**src/rtl/forward_hazard_unit.sv**
```systemverilog
// forward_hazard_unit: tag pipeline forwarding selects and load-use stall; FWD_STALL_COUNT_EN adds a saturating stall counter
module forward_hazard_unit #(
  parameter int REG_BITS = 5,
  parameter int DEPTH = 3,
  parameter int LOAD_LAT = 2,
  localparam int SELW = $clog2(DEPTH + 1)
) (
  input  logic                clk,
  input  logic                rst,
  input  logic                id_valid,
  input  logic [REG_BITS-1:0] id_rs,
  input  logic [REG_BITS-1:0] id_rt,
  input  logic [REG_BITS-1:0] id_rd,
  input  logic                id_regwrite,
  input  logic                id_memread,
  input  logic                flush,
  output logic [SELW-1:0]     fwd_rs,
  output logic [SELW-1:0]     fwd_rt,
  output logic                stall,
  output logic [15:0]         stall_count
);
  logic [DEPTH:1] v, m;
  logic [REG_BITS-1:0] r [1:DEPTH];
  logic rs_nr, rt_nr;
  // scan oldest to youngest so the youngest match wins, including its readiness
  always_comb begin
    fwd_rs = '0;
    fwd_rt = '0;
    rs_nr = 1'b0;
    rt_nr = 1'b0;
    for (int k = DEPTH; k >= 1; k--) begin
      if (v[k] && r[k] == id_rs && id_rs != '0) begin
        fwd_rs = SELW'(k);
        rs_nr = m[k] && k < LOAD_LAT;
      end
      if (v[k] && r[k] == id_rt && id_rt != '0) begin
        fwd_rt = SELW'(k);
        rt_nr = m[k] && k < LOAD_LAT;
      end
    end
    stall = id_valid & ~flush & (rs_nr | rt_nr);
  end
  // shift tags one stage per cycle; stalled or flushed ID enters as a bubble
  always_ff @(posedge clk) begin
    if (rst) begin
      v <= '0;
      m <= '0;
      for (int k = 1; k <= DEPTH; k++) r[k] <= '0;
    end else begin
      v <= {v[DEPTH-1:1], id_valid & id_regwrite & ~stall & ~flush};
      m <= {m[DEPTH-1:1], id_memread};
      for (int k = DEPTH; k >= 2; k--) r[k] <= r[k-1];
      r[1] <= id_rd;
    end
  end
`ifdef FWD_STALL_COUNT_EN
  logic [15:0] cnt;
  // count stall cycles, holding at all-ones
  always_ff @(posedge clk) begin
    if (rst) cnt <= '0;
    else if (stall && cnt != 16'hFFFF) cnt <= cnt + 16'd1;
  end
  assign stall_count = cnt;
`else
  assign stall_count = '0;
`endif
endmodule

```
**config.mk**
```make
export PLATFORM = sky130hd
export DESIGN_NAME = forward_hazard_unit
export DESIGN_NICKNAME = d
export VERILOG_FILES = /design/src/rtl/forward_hazard_unit.sv
export SDC_FILE = /design/constraint.sdc
export NUM_CORES = 1
export LEC_CHECK = 0
export CORE_MARGIN = 2
export CORE_UTILIZATION = 31
export DETAILED_ROUTE_END_ITERATION = 10
export HOLD_SLACK_MARGIN = 0.08
export PLACE_DENSITY_LB_ADDON = 0.15
export SYNTH_ARGS = -nofsm -noshare
export SYNTH_HDL_FRONTEND = slang
export SYNTH_SLANG_ARGS = --single-unit
```
**constraint.sdc**
```tcl
create_clock -name clk -period 2.9 [get_ports clk]
set_clock_uncertainty 0.05 [all_clocks]
set_input_delay 0.58 -clock clk [delete_from_list [all_inputs] [get_ports clk]]
set_output_delay 0.58 -clock clk [all_outputs]
set_load 0.02 [all_outputs]
```
==> reports/summary.txt, run 1 <==
Hold Crit Class: register to register
CP Cell Sequence: dlygate4sd2_1, or4_4, nor2_4, nor4_4, buf_4, o21bai_1, buf_2
end of the worst hold path: v[3]$_SDFF_PP0_
Max Clk Rate: 364 MHz
Synth Warn #: 0
ys async rst share: 0
Total GRT Usage: 0.133
Area Growth Syn to Fin: 37.2%
Layout Nets: 178
Total Neg Setup Slack: 0 ps
FILL cells: 357
fraction of the mapped netlist area in adder cells: 0
GRT overflow: 0
Synth Area in Compound Gates: 0.0186
CTS tree: done
hold_sp: v[2]$_SDFF_PP0_
RSZ-0062 raised after global routing: no
Worst R2R Start: r[0][8]$_SDFF_PP0_
Cell Area, Synth: 0.00108 mm²
Max Slew Vio Count: 0
io pins: 42
Post-synth EDFFs: 0
Gate Count Post-Synth: 115
critical path capture point type: output pin
cell accounting for the most synthesized area: dfxtp_1
Design Power: 0.530 mW
worst setup margin: 149 ps
clock tree buffer depth: 2
Placement Setup Slack: -544 ps
detailed placement HPWL: 1890 µm
Worst-path clk slew: 100 ps
first-pass GRT wire length: 4150 µm
Final Wtd Congestion: 0.792
Synth area leaders: dfxtp_1 (35%), xnor2_1 (18%), buf_4 (11%)
largest family of logic cells by synthesized area: simple AND/OR/NAND/NOR gates
Lkg Pwr: 0.593 nW
top post-synthesis cells by count: xnor2_1 (22), dfxtp_1 (19), nor2b_1 (18)
DR WL/cell: 11.7 µm
Seq/Total Area, Yosys: 0.353
Post-synth top flop: dfxtp_1
post-synth top area share: 0.353
Core Area: 0.00334 mm²
worst r2r path cells: 5
Yosys cell types: 22
vias: 853
Critical Path Max Stage Delay: 550 ps
simple-gate share of the synthesized area: 0.265
status: finished clean
initial core utilization: 0.322
TritonCTS Buffers: 3
number of global-route vias before repair: 937
Die Height: 62.9 µm
Avg Vias per Cell: 4.22
peak supply drop: 0.185 mV
Synth Area in XOR/XNOR: 0.244
Final Setup Violations: 0
largest net degree at the start of global routing: 11
Root Buffer: clkbuf_4
H-tree Lvls: 1
PD cells: 359 mW/mm²
Port-buffer cells: 25
Final Cycle Share: 0.949
Initial DRC Count: 8
WHS: 445 ps
CP required: 2270 ps
DIE AREA: 0.00396 mm²
average cell area after synthesis: 9.36 µm²
crit path kind: input port to output pin
Worst path top cell family by delay: simple AND/OR/NAND/NOR gates
share of cells above drive strength 1: 0.205
max cap viols: 0
WHS Path Cells: 1
first-pass detailed-route iteration total: 2
worst r2r dst: v[1]$_SDFF_PP0_
antenna-violating nets left: 0
Final Critical Period: 2750 ps
post-synthesis register bit count: 19
crit start category: input port
clock tree sinks: 19
flop-to-flop setup slack: 1440 ps
FP Rows: 21
DRT Wirelength: 2360 µm
chip width: 62.9 µm
final instance area: 0.00148 mm²
Fin. Hold Viols: 0
Arrival @ worst endpoint: 2120 ps
initial antenna violation count: 0
count leader, synth: xnor2_1
post-synthesis mux area share: 0
placed cell area: 0.00140 mm²
Crit-path slowest cell: or4_4
DRC viols: 0
Hold Buf Count CTS: 0
CP Buf/Inv Count: 3
Worst-Skew Late Latency: 300 ps
antenna cells: 0
Critical Path Fanout Max: 4
==> cells by family after synthesis <==
group,after synthesis
AO/OA/AOI/OAI,3
XOR/XNOR,30
buffers and inverters,17
flip-flops,19
other,1
AND/OR/NAND/NOR,45
==> per-stage QoR <==
step	util	std cells
2_1_floorplan	-	130
3_3_place_gp	0.419	195
3_5_place_dp	0.419	195
4_1_cts	0.434	201
5_1_grt	0.442	202
6_report	0.442	202
==> repair_timing <==
action | CTS | global route
hold endpoints to repair | 0 | 0
setup buffers | 2 | 1
pin swaps | 3 | 2
endpoints found under the setup margin | 5 | 3
gates resized for setup | 35 | 7
==> power by group <==
group          total [mW]  switching, mW  leakage [nW]  internal [mW]
logic               0.116         0.0593         0.422         0.0571
clock network       0.133         0.0798        0.0150         0.0536
registers           0.280        0.00933         0.156          0.271
==> cell usage in the layout (no fill, tap or decap) <==
| master | instances |
|---|---|
| and2_1 | 1 |
| buf_2 | 3 |
| buf_4 | 16 |
| clkbuf_1 | 1 |
| clkbuf_4 | 3 |
| clkdlybuf4s50_1 | 10 |
| conb_1 | 16 |
| dfxtp_1 | 19 |
| dlygate4sd2_1 | 7 |
| dlymetal6s2s_1 | 3 |
| nand2_1 | 2 |
| nand4_1 | 6 |
| nor2_1 | 4 |
| nor2_4 | 2 |
| nor2b_1 | 18 |
| nor3_1 | 2 |
| nor3b_2 | 1 |
| nor4_1 | 1 |
| nor4_2 | 1 |
| nor4_4 | 2 |
| nor4bb_1 | 1 |
| o21ai_2 | 1 |
| o21bai_1 | 2 |
| or3_1 | 1 |
| or3_2 | 1 |
| or4_4 | 2 |
| xnor2_1 | 22 |
| xor2_1 | 8 |
==> per-layer routing <==
layer | global-route usage | vias to the layer above | part of all wire
li1 | - | 430 | -
met1 | 0.144 | 380 | 0.42
met2 | 0.234 | 37 | 0.50
met3 | 0.0252 | 6 | 0.053
met4 | 0.0889 | 0 | 0.029
met5 | 0 | - | 0
==> layout make-up <==
class / count / area, µm² / share of cell area
tap: 46 / 57.6 / 0.0390
sequential: 19 / 380 / 0.258
timing repair buffer: 39 / 334 / 0.226
multi-input combinational: 94 / 678 / 0.459
clock buffer: 4 / 26.3 / 0.0178
==> flip-flops by register name, summed over array words and instances (netlist names) <==
| register | cells |
|---|---|
| m | 1 |
| v | 3 |
| r | 15 |
==> worst max path at each step <==
stage / startpoint / to / depth (start not counted)
after floorplan: id_rs[0] / fwd_rs[0] / 4
after global placement: id_rt[4] / stall / 7
after detailed placement: id_rt[3] / stall / 7
after CTS: id_rs[2] / fwd_rs[1] / 8
after global routing: id_rt[4] / fwd_rt[1] / 8
final: id_rt[4] / fwd_rt[0] / 7
Note: power is estimated with default switching activity, not from simulation.
==> run 2, diff against run 1 <==
--- a/config.mk
+++ b/config.mk
@@ -6,7 +6,7 @@
 export NUM_CORES = 1
 export LEC_CHECK = 0
 export CORE_MARGIN = 2
-export CORE_UTILIZATION = 31
+export CORE_UTILIZATION = 46
 export DETAILED_ROUTE_END_ITERATION = 10
 export HOLD_SLACK_MARGIN = 0.08
 export PLACE_DENSITY_LB_ADDON = 0.15
==> reports/summary.txt, run 2 (synthesis results as in run 1) <==
fin cells: 189 (-6.4%)
Worst R2R Start: r[0][8]$_SDFF_PP0_
largest net degree at the start of global routing: 12 (+1)
crit path kind: input port to output pin
Crit-path slowest cell: clkdlybuf4s50_1
end of the worst hold path: v[3]$_SDFF_PP0_
Final Critical Period: 2820 ps (+67.5 ps)
Worst-path clk slew: 100 ps (about the same)
CTS tree: done
Core Area: 0.00221 mm² (-34%)
largest reg by FF count: r
final instance area: 0.00151 mm² (+2.2%)
placed cell area: 0.00141 mm² (+1.1%)
WHS Path Cells: 1 (unchanged)
Largest regs: r: 15 flops, v: 3 flops, m: 1 flops
Hold Crit Class: register to register
Avg Vias per Cell: 4.75 (+12%)
status: finished clean
Design Power: 0.532 mW (+0.40%)
max cap viols: 0 (unchanged)
Worst-Skew Late Latency: 290 ps (about the same)
first-pass GRT wire length: 3860 µm (-7.0%)
number of global-route vias before repair: 891 (-4.9%)
Largest register FFs: 15 (unchanged)
Initial DRC Count: 5 (-3)
Util after Layout: 0.682 (+0.240)
Max Clk Rate: 355 MHz (-2.4%)
GRT overflow: 0 (unchanged)
Die Height: 52.4 µm (-17%)
Lkg Pwr: 0.640 nW (+7.8%)
Final Setup Violations: 0 (unchanged)
crit start category: input port
clock tree buffer depth: 2 (unchanged)
TritonCTS Buffers: 3 (unchanged)
most frequent cells in the layout: xnor2_1 (21), buf_4 (21), dfxtp_1 (19), nor2b_1 (18), conb_1 (16)
WHS: 453 ps (+8.34 ps)
Fin. Hold Viols: 0 (unchanged)
peak supply drop: 0.329 mV (+78%)
share of cells above drive strength 1: 0.242 (+0.0371)
H-tree Lvls: 1 (unchanged)
worst setup margin: 81.6 ps (-67.5 ps)
Final Wtd Congestion: 0.909 (+15%)
critical path capture point type: output pin
antenna cells: 0 (unchanged)
Total Neg Setup Slack: 0 ps (unchanged)
Critical Path Fanout Max: 3 (-1)
CP Buf/Inv Count: 3 (unchanged)
hold_sp: v[2]$_SDFF_PP0_
DRC viols: 0 (unchanged)
flop-to-flop setup slack: 1490 ps (+50 ps)
RSZ-0062 raised after global routing: no
critical path startpoint: id_rs[0]
chip width: 52.4 µm (-17%)
initial antenna violation count: 0 (unchanged)
io pins: 42 (unchanged)
worst r2r path cells: 5 (unchanged)
worst r2r dst: v[1]$_SDFF_PP0_
Root Buffer: clkbuf_4
detailed placement HPWL: 1870 µm (-0.97%)
first-pass detailed-route iteration total: 5 (+3)
FP Rows: 17 (-19%)
Max Slew Vio Count: 0 (unchanged)
antenna-violating nets left: 0 (unchanged)
DIE AREA: 0.00274 mm² (-31%)
Placement Setup Slack: -483 ps (+61.5 ps)
Arrival @ worst endpoint: 2190 ps (+70 ps)
CP most frequent cell: buf_4
CP required: 2270 ps (about the same)
Total GRT Usage: 0.195 (+0.0622)
Critical Path Stages: 7 (unchanged)
FILL cells: 185 (-48%)
Critical Path Max Stage Delay: 450 ps (-100 ps)
PD cells: 353 mW/mm² (-1.8%)
Area Growth Syn to Fin: 40.2%
DR WL/cell: 12.7 µm (+8.4%)
vias: 897 (+5.2%)
Final Cycle Share: 0.972 (+0.0233)
Worst path top cell family by delay: buffers and inverters
CP Cell Sequence: clkdlybuf4s50_1, or4_4, nor2_4, nor4_4, buf_4, o21bai_1, buf_4
Layout Nets: 183 (+2.8%)
DRT Wirelength: 2400 µm (+1.4%)
Port-buffer cells: 25 (unchanged)
initial core utilization: 0.486 (+0.164)
dpl cells: 182 (-6.7%)
clock tree sinks: 19 (unchanged)
==> run 2: routing by layer <==
| layer | GRT usage | share of wire | up-vias |
|---|---|---|---|
| li1 | - | - | 439 |
| met1 | 0.211 | 0.39 | 401 |
| met2 | 0.356 | 0.51 | 47 |
| met3 | 0.0286 | 0.062 | 10 |
| met4 | 0.111 | 0.040 | 0 |
| met5 | 0 | 0 | - |
==> run 2: power by group <==
part	switching, mW	total, mW	internal, mW
registers	0.0103	0.281	0.271
logic	0.0590	0.122	0.0625
clock network	0.0781	0.129	0.0513
total	0.147	0.532	0.385
==> run 2: worst max-delay path by stage <==
stage / slack, ps / end
floorplan: 580 / fwd_rs[0]
global placement: -420 / fwd_rt[0]
detailed placement: -480 / stall
CTS: 0.2 / fwd_rt[0]
global route: 50 / fwd_rs[0]
finish: 80 / fwd_rs[0]
==> run 2: layout make-up <==
class / count / area (µm²) / area share
Sequential cell: 19 / 380 / 0.252
Clock inverter: 1 / 5.00 / 0.00332
Clock buffer: 3 / 22.5 / 0.0149
Timing Repair Buffer: 44 / 380 / 0.252
Multi-Input combinational cell: 94 / 686 / 0.454
Tap cell: 28 / 35.0 / 0.0232
==> run 2: repair_timing <==
item | 4_1_cts | 5_1_grt
cloned | 0 | 0
pin swaps | 5 | 5
setup buffers | 3 | 0
hold buffers | 0 | 0
setup endpoints to repair | 5 | 5
resized for setup | 36 | 6
==> variant (settings of run 1) <==
Build with the macro `FWD_STALL_COUNT_EN` defined.
--- a/src/rtl/forward_hazard_unit.sv
+++ b/src/rtl/forward_hazard_unit.sv
@@ -1,3 +1,5 @@
 // forward_hazard_unit: tag pipeline forwarding selects and load-use stall; FWD_STALL_COUNT_EN adds a saturating stall counter
+`define FWD_STALL_COUNT_EN
+
 module forward_hazard_unit #(
   parameter int REG_BITS = 5,
Function: changed (Yosys sat finds a counterexample within 4 cycles, from zero or initial values and one cycle with rst high).
==> variant against run 1 <==
Power grew 82%. Synthesized area grew 65%. Setup slack lost 0.067 ns. Critical path depth is the same. First-iteration DRC count grew to 7.5 times the old value. Sequential cell count grew 16. Wire length grew 74%. Cell area grew 74%. Register-to-register slack lost 0.73 ns. Sequential share of layout area grew 1.4 points. Count of clock-buffer cells in the layout grew 1.
==> variant: results (changes against run 1) <==
vias in the first global route: 1462 (+56%)
Wirelength per Cell: 12.4 um (+6.2%)
H-Tree Level Count: 2 (+1)
CTS root buf: clkbuf_8
Distinct cells, synth: 39 (+77%)
RR Startpoint: r[0][7]
first-pass GRT wire length: 6.92 mm (+67%)
crit path launch: id_rs[3]
Vias/cell: 4.64 (+9.8%)
most common library cells after synthesis: 35 x dfxtp_1, 21 x nor2b_1, 19 x xnor2_1
switching share of power: 0.255 (-0.0252)
Seq/Total Area, Yosys: 0.395 (+0.0412)
max reg flops: 16 (+1)
outcome: complete, no violations
Synth area leaders: dfxtp_1 39%, xnor2_1 9.4%, xor2_1 8.9%
fmax: 355 MHz (-2.4%)
detailed-placement wirelength estimate: 3.23 mm (+71%)
CP max FO: 3 (-1)
Slew @ Worst Pin: 0.447 ns
Post-Syn Instances: 192 (+67%)
Reg2Reg Depth: 9 (+4)
nets@finish: 280 (+57%)
worst vdd ir: 192 uV (+3.8%)
critical path arrival: 2.19 ns (+0.07 ns)
pre-CTS setup slack: -0.522 ns (+0.0228 ns)
DP Cell Count: 320 (+64%)
First DRT Iteration DRCs: 60 (+52)
RD Place Congestion: 0.771 (-2.6%)
placed inst area: 2410 um2 (+72%)
routed wire length: 4.11 mm (+74%)
largest net degree at the start of global routing: 17 (+6)
Pleak: 0.984 nW (+66%)
GRT Overall Usage: 0.143 (+0.00956)
Port Buffers: 41 (+64%)
layout cells sized above 1: 0.208 (+0.00337)
first drt pass iteration count: 4 (+2)
min-delay src: m[1]
CTS buffer count: 5 (+2)
-- variant: worst max-delay path: stages --
cell and delay [ns]:
dlygate4sd2_1 0.25, or4_4 0.54, nor2_4 0.17, nor4_4 0.06
or2_4 0.26, and2_4 0.17, buf_4 0.15
-- variant: cell type report --
cell class | count | area (um2) | share of cell area
repair buffers | 65 | 592 | 0.230
inverters | 1 | 3.75 | 0.00146
well taps | 72 | 90.1 | 0.0350
clock buffers | 5 | 68.8 | 0.0267
clock inverters | 3 | 20.0 | 0.00777
flip-flops and latches | 35 | 701 | 0.272
multi-input cells | 150 | 1100 | 0.427
-- variant: metal layers --
layer  wire length [um]  track usage  part of all wire
met1               2170        0.200              0.53
met2               1730        0.206              0.42
met3                138       0.0351             0.034
met4                 71       0.0621             0.017
met5                  0            0                 0
-- variant: worst paths after layout --
path                            slack [ns]             end
worst max-delay path                  0.08           stall
worst min register to register        0.37            v[1]
worst max register to register        0.71  stall_count[6]
worst min-delay path                  0.37            v[1]
-- variant: cell families after synthesis --
| kind of cell | after synthesis | synth area share |
|---|---|---|
| DFF | 35 | 0.395 |
| buffers and inverters | 7 | 0.0233 |
| and+or+nand+nor | 85 | 0.285 |
| xor gates and xnor gates | 37 | 0.183 |
| adders and majority gates | 1 | 0.00705 |
| AOI/OAI and AO/OA | 25 | 0.0951 |
| muxes | 2 | 0.0120 |
-- variant: timing repair --
| item | in CTS | in global routing |
|---|---|---|
| endpoints found under the hold margin | 0 | 0 |
| pin swaps | 9 | 2 |
| gates resized for setup | 40 | 3 |
| setup endpoints to repair | 5 | 3 |
| setup buffers | 3 | 0 |
-- variant: power groups by stage --
stage,clock network [mW],registers (mW),logic [mW]
floorplan,0,0.509,0.0447
global placement,0,0.511,0.101
detailed placement,0,0.511,0.102
CTS,0.375,0.500,0.106
global route,0.394,0.501,0.115
finish,0.359,0.500,0.104
